===== config.mk =====
export PLATFORM = sky130hd
export DESIGN_NAME = ps2_scan_decoder
export DESIGN_NICKNAME = d
export VERILOG_FILES = /design/src/rtl/ps2_scan_decoder.sv
export SDC_FILE = /design/constraint.sdc
export NUM_CORES = 1
export LEC_CHECK = 0
export CORE_ASPECT_RATIO = 0.7
export CORE_MARGIN = 2
export CORE_UTILIZATION = 40
export CTS_BUF_LIST = sky130_fd_sc_hd__clkbuf_16
export DETAILED_ROUTE_END_ITERATION = 6
export GPL_TIMING_DRIVEN = 0
export MAX_ROUTING_LAYER = met4
export PLACE_DENSITY = 0.69
export SLEW_MARGIN = 20
export SYNTH_ARGS = -nofsm -noshare
export SYNTH_HDL_FRONTEND = slang
export SYNTH_SLANG_ARGS = --single-unit

===== constraint.sdc =====
create_clock -name clk -period 2.5 [get_ports clk]
set_input_delay 0.5 -clock clk [delete_from_list [all_inputs] [get_ports clk]]
set_output_delay 0.5 -clock clk [all_outputs]
set_load 0.05 [all_outputs]

===== src/rtl/ps2_scan_decoder.sv =====
// PS/2 scan-code decoder: synchronizes the receive-stage handshake, captures
// bytes, folds E0/F0 prefixes into make/break events and queues them in a
// show-ahead FIFO with a sticky overflow flag.
module ps2_scan_decoder #(
    parameter int FIFO_DEPTH = 4
) (
    input  logic       clk,
    input  logic       reset,
    input  logic [7:0] scan_code,
    input  logic       scan_ready,
    output logic       read,
    output logic       ev_valid,
    output logic [7:0] ev_code,
    output logic       ev_ext,
    output logic       ev_break,
    input  logic       ev_pop,
    output logic [4:0] ev_count,
    output logic       overflow,
    input  logic       clr_ovf
);

    localparam int         AW      = (FIFO_DEPTH > 1) ? $clog2(FIFO_DEPTH) : 1;
    localparam logic [4:0] DEPTH_C = 5'(FIFO_DEPTH);

    typedef enum logic [1:0] {IDLE, EXT, BRK, EXT_BRK} state_t;

    typedef struct packed {
        logic       ext;
        logic       brk;
        logic [7:0] code;
    } ev_t;

    // ---------------- handshake / capture ----------------
    logic       sync1_q, rdy_s_q;
    logic       busy_q, read_q, byte_vld_q;
    logic [7:0] byte_q;

    // Two-flop synchronizer for the asynchronous byte-ready level
    always_ff @(posedge clk or negedge reset) begin
        if (!reset) begin
            sync1_q <= 1'b0;
            rdy_s_q <= 1'b0;
        end else begin
            sync1_q <= scan_ready;
            rdy_s_q <= sync1_q;
        end
    end

    // Capture once per ready level; busy holds off re-capture until ready drops
    always_ff @(posedge clk or negedge reset) begin
        if (!reset) begin
            busy_q     <= 1'b0;
            read_q     <= 1'b0;
            byte_vld_q <= 1'b0;
            byte_q     <= 8'h00;
        end else begin
            read_q     <= 1'b0;
            byte_vld_q <= 1'b0;
            if (!rdy_s_q) begin
                busy_q <= 1'b0;
            end else if (!busy_q) begin
                busy_q     <= 1'b1;
                read_q     <= 1'b1;
                byte_vld_q <= 1'b1;
                byte_q     <= scan_code;
            end
        end
    end

    assign read = read_q;

    // ---------------- prefix decoder ----------------
    state_t state_q, state_d;
    logic   push_q, push_d;
    ev_t    ev_q, ev_d;

    // Decoder state and registered event (one cycle after capture)
    always_ff @(posedge clk or negedge reset) begin
        if (!reset) begin
            state_q <= IDLE;
            push_q  <= 1'b0;
            ev_q    <= '0;
        end else begin
            state_q <= state_d;
            push_q  <= push_d;
            ev_q    <= ev_d;
        end
    end

    // Next-state and event generation from the captured byte
    always_comb begin
        state_d = state_q;
        push_d  = 1'b0;
        ev_d    = ev_q;
        if (byte_vld_q) begin
            unique case (byte_q)
                8'hE0: begin
                    if (state_q == IDLE) state_d = EXT;
                end
                8'hF0: begin
                    if (state_q == IDLE)     state_d = BRK;
                    else if (state_q == EXT) state_d = EXT_BRK;
                end
                // Keyboard status/response bytes carry no key information
                8'h00, 8'hAA, 8'hEE, 8'hFA, 8'hFE, 8'hFF: begin
                    state_d = IDLE;
                end
                default: begin
                    push_d      = 1'b1;
                    ev_d.ext    = (state_q == EXT) || (state_q == EXT_BRK);
                    ev_d.brk    = (state_q == BRK) || (state_q == EXT_BRK);
                    ev_d.code   = byte_q;
                    state_d     = IDLE;
                end
            endcase
        end
    end

    // ---------------- event FIFO ----------------
    ev_t           mem_q [FIFO_DEPTH];
    logic [AW-1:0] wr_q, rd_q;
    logic [4:0]    count_q;
    logic          ovf_q;
    logic          empty, full, pop_ok, push_ok, drop;

    assign empty   = (count_q == 5'd0);
    assign full    = (count_q == DEPTH_C);
    assign pop_ok  = ev_pop && !empty;
    assign push_ok = push_q && (!full || pop_ok);
    assign drop    = push_q && full && !pop_ok;

    // Storage array; contents need no reset since outputs are gated by valid
    always_ff @(posedge clk) begin
        if (push_ok) mem_q[wr_q] <= ev_q;
    end

    // Pointers, occupancy and sticky overflow (a drop wins over clear)
    always_ff @(posedge clk or negedge reset) begin
        if (!reset) begin
            wr_q    <= '0;
            rd_q    <= '0;
            count_q <= 5'd0;
            ovf_q   <= 1'b0;
        end else begin
            if (push_ok) wr_q <= wr_q + AW'(1);
            if (pop_ok)  rd_q <= rd_q + AW'(1);
            case ({push_ok, pop_ok})
                2'b10:   count_q <= count_q + 5'd1;
                2'b01:   count_q <= count_q - 5'd1;
                default: count_q <= count_q;
            endcase
            if (drop)         ovf_q <= 1'b1;
            else if (clr_ovf) ovf_q <= 1'b0;
        end
    end

    ev_t head;
    assign head     = mem_q[rd_q];
    assign ev_valid = !empty;
    assign ev_code  = ev_valid ? head.code : 8'h00;
    assign ev_ext   = ev_valid && head.ext;
    assign ev_break = ev_valid && head.brk;
    assign ev_count = count_q;
    assign overflow = ovf_q;

endmodule


# == Yosys cells after proc, flatten, opt, wreduce, memory -nomap -nowiden ==
# Memory sizes are Yosys's and may differ from the RTL's.
# Index checks and enable logic that the tools add are counted.
# word_totals
regBits,35
ram_bits,40
inputBits,13
out_inout_bits,18
elab_cells,72
memories,1
# op_classes
add_sub_neg,4
n_eq_ne,15
muxes,15
n_bitwise,2
reduce_logical,21
# mem_list
name,words,width,read_ports,rd_ports_with_merged_regs,wr,line,rtl
mem_q,4,10,1,0,1,120,ev_t mem_q [FIFO_DEPTH];
# ops
operator,n
"== test 8 bit, second input constant",7
one-hot mux 5 bit (2 select lines),1
2-to-1 mux 1 bit,9
zero test 8 bit,1
2-to-1 mux 8 bit,1
OR reduction 8 bit,1
"== test 2 bit, second input constant",3
logical AND 1 bit,6
2-to-1 mux 2 bit,3
"adder 5 x 1 -> 5 bit, second input constant",1
"== test 5 x 3 -> 1 bit, second input constant",1
zero test 5 bit,1
"subtractor 5 x 1 -> 5 bit, second input constant",1
"adder 2 x 1 -> 2 bit, second input constant",2
"== test 2 x 1 -> 1 bit, second input constant",2
one-hot mux 2 bit (2 select lines),1
AND reduction 2 bit,2
nonzero test 2 bit,2
zero test 1 bit,3
logical OR 1 bit,3
"inequality test 3 bit, second input constant",1
AND reduction 3 bit,1
zero test 2 bit,1
"inequality test 2 bit, second input constant",1
inverter 1 bit,2

# == Depth between registers and ports, before layout ==
# logic_depth
depth_word,7
ltp_mapped,12
depth_no_buf,11

# == Worst setup path after synthesis ==
# Ideal clock, no wire load.
# synth_timing
kind,register to output
from,register count_q[1] (netlist: ev_count[1])
to,output ev_code[0]
t_arrival_ns,2.061
required_ns,2.000
setup_slack_ns,-0.061
path_stages_with_launch,7
n_path_buf,2
path_cell_list,dfrtp_1 buf_6 or4_4 nor2_4 inv_2 buf_2 and2_1
# synth_via
elab_chain_len,2
# synth_lines
element,line,rtl
from (decl),122,logic [4:0] count_q;
from (signal assigned),148,2'b10: count_q <= count_q + 5'd1;
from (signal assigned),149,2'b01: count_q <= count_q - 5'd1;
from (signal assigned),150,default: count_q <= count_q;
zero test 5 bit,126,assign empty = (count_q == 5'd0);
2-to-1 mux 8 bit,160,assign ev_code = ev_valid ? head.code : 8'h00;
to (decl),13,"output logic [7:0] ev_code,"
# No other way between the ends.

# == Worst setup path in the final report ==
# layout_timing
from,register count_q[0] (netlist: ev_count[0])
to,output ev_code[6]
# Same word-level chain as after synthesis.

==> reports/results.tsv <==
stage	metric	value	unit
floorplan	die_y	78.2	µm
synthesis	synth_top_area_share	0.382	
synthesis	synth-edff-count	40	
power	leakagePower	1.51	nW
floorplan	start_util	0.407	
critical_path	critPathKind	reg -> out	
timing	hold_violations	0	
cts	cts_made_buffers	9	
timing	max-slew-margin-rel	0.604	
grt	grtUsageTotal	0.149	
floorplan	rows	27	
timing	rsz0062_at_grt	yes	
timing	whs	113	ps
floorplan	coreArea	7740	µm²
drt	drc_errors	0	
placed_design	post-place-ws	-347	ps
critical_path	slowest_delay	540	ps
floorplan	die_x	110	µm
run_status	status	finished, final reports clean	
timing	finalSetupViolCount	0	
grt	grt_pass1_wl	9.03	mm
critical_path	cp.required	2000	ps
critical_path	cp_data_arrival_time	1960	ps
critical_path	r2r_cells	11	
drt	finalWirelength	5.49	mm
cts	clock_path_buffers	2	
timing	slew_violations	0	
placed_design	dp_cells	329	
layout	diodes	0	
critical_path	crit_fanout	5	
layout	final_util	0.516	
power	p_per_area	1240	nW/µm²
synthesis	syn_nets	215	
drt	routed-via-count	1722	
timing	finClkSkew	7.95	ps
placed_design	hpwl	3.60	mm
synthesis	synth_most_common_cell	edfxtp_1	
grt	use_met1	0.208	
cts	cts_tree	yes	
critical_path	crit_family	simple AND/OR/NAND/NOR gates	
synthesis	yosysUniqueCellTypes	40	
cts	clk_latency	330	ps
floorplan	dieArea	8610	µm²
critical_path	cp_cell_sequence	or4_4 -> nor2_4 -> inv_4 -> clkbuf_4 -> and2_2 -> buf_6	
layout	nets	265	
cts	postCtsHoldBufs	0	
drt	via_per_inst	4.88	
timing	finalCriticalPeriod	2460	ps
power	ir_drop	0.479	mV
grt	grt-ovfl-total	0	
grt	antenna_found_initial	0	
timing	fin_crit_sh	0.982	
placed_design	gp_congestion	0.829	
cts	cts-root-buf	clkbuf_16	
grt	grt_max_degree	19	
synthesis	synthArstFlopShare	0.467	
drt	first_pass_iters	4	
worst_hold_path	hp-class	in -> async	
drt	wire_per_inst	15.6	µm
critical_path	path_buf_inv	3	
critical_path	reg2reg_from	ev_count[0]	
grt	use_met2	0.205	
critical_path	critPathSlowestCell	or4_4	
layout	drive_above_1_share	0.361	
synthesis	synth_common_cells	40 x edfxtp_1, 35 x dfrtp_1, 14 x and2_1	
synthesis	yosysWarnings	0	
synthesis	synth_ff_type	edfxtp_1	
grt	grt_pass1_vias	1685	
synthesis	synth.yosys.seq_area_share	0.660	
timing	setup_slack	44.0	ps
critical_path	r2r_slack	120	ps
drt	ant_nets	0	
synthesis	yosysTopAreaCell	edfxtp_1	
grt	grt_use_met3	0.0473	
cts	clk_pin_slew	60	ps
synthesis	postSynthCellCount	197	
run	maxCapViolations	0	
cts	htreeDepth	3	
synthesis	synth-seq-cells	75	
synthesis	mappedNetlistArea	3150	µm²
grt	grt-busiest-layer	met1	
drt	drt_iter0_drc	99	
layout	area_growth	26.8	%
timing	max_freq	407	MHz
floorplan	pin_count	31	
synthesis	syn_area_per_cell	16.0	µm²
timing	worstMarginPinSlew	589	ps
critical_path	worst_setup_path_end_kind	primary output	
cts	cts_sinks	75	
synthesis	synth.area.top_cells	edfxtp_1 38%, dfrtp_1 28%, mux4_2 7.2%	
critical_path	r2r_end	ev_count[4]	
critical_path	startpoint_type	flip-flop	
layout	finalNonFillerCells	353	
placed_design	port_buffers	30	
==> worst reg2reg max path, stage by stage (launching register included) <==
cell and delay, ps:
dfrtp_2 410, or4_4 540, nor2_4 130, inv_4 60, buf_4 130, nand2_1 90
xnor2_1 80, ha_2 220, nor2_1 180, nand3b_1 110, a21oi_1 190, xor2_1 160
==> flip-flops by register name (all words and copies together) (netlist names), 2 cells and up <==
register  count
byte_q        8
ev_count      5
ev_q         10
mem_q        40
rd_q          2
state_q       2
wr_q          2
==> stage by stage <==
step	instance area, µm²	total power, mW	TNS (ps)
after floorplan	3160	3.07	0
after global placement	3590	3.56	-6220
after detailed placement	3610	3.60	-8400
after CTS	3960	4.97	0
after global routing	3990	5.21	-95.2
final	3990	4.96	0
==> kinds of logic after synthesis <==
family	Yosys count	synth area share
mux	28	0.145
xor+xnor	7	0.0195
fa+ha+maj	5	0.0199
buf+inv	11	0.0187
simple gates	53	0.101
flops	75	0.660
compound gates	18	0.0366
==> timing repair <==
action                     in CTS  in global routing
setup endpoints to repair      11                 11
pin swaps                       2                  3
gates resized for setup        79                  8
setup buffers                   6                  2
cloned                          1                  0
==> final cells by class <==
type	count	area [µm²]
flip-flops and latches	75	2080
well taps	101	126
repair buffers	40	395
clock inverters	7	71.3
inverters	4	17.5
clock buffers	9	225
plain buffers	6	46.3
fillers	626	3740
multi-input cells	111	1030
==> where the power goes <==
part           internal, mW  switching, mW
Sequential             1.58          0.197
Combinational         0.848           1.08
Clock                 0.769          0.484
Total                  3.20           1.77
==> layout by cell type (no fill, tap or decap), types with 6 or more instances in the layout <==
master           instances
and2_2                   9
buf_4                    8
buf_6                   11
clkbuf_16                9
clkdlybuf4s50_1         18
dfrtp_1                 33
edfxtp_1                40
mux2_2                   9
mux2_4                   8
mux4_2                  10
nand2_1                  7
nor2_1                   6
==> worst max path at each step <==
stage / slack (ps) / endpoint / start / cells after the start
after floorplan: 70 / ev_code[0] / ev_count[0] / 5
after global placement: -340 / ev_code[7] / ev_count[1] / 7
after detailed placement: -350 / ev_code[7] / ev_count[1] / 7
after CTS: 20 / ev_code[6] / ev_count[0] / 6
after global routing: -40 / ev_count[2] / ev_count[0] / 12
final: 40 / ev_code[6] / ev_count[0] / 6
==> per-layer routing <==
metal | wire length [µm] | vias up
met2 | 2360 | 38
met1 | 2800 | 835
met5 | 0 | -
li1 | - | 840
met3 | 262 | 9
met4 | 70 | 0
Power figures use the tool's default switching activity.
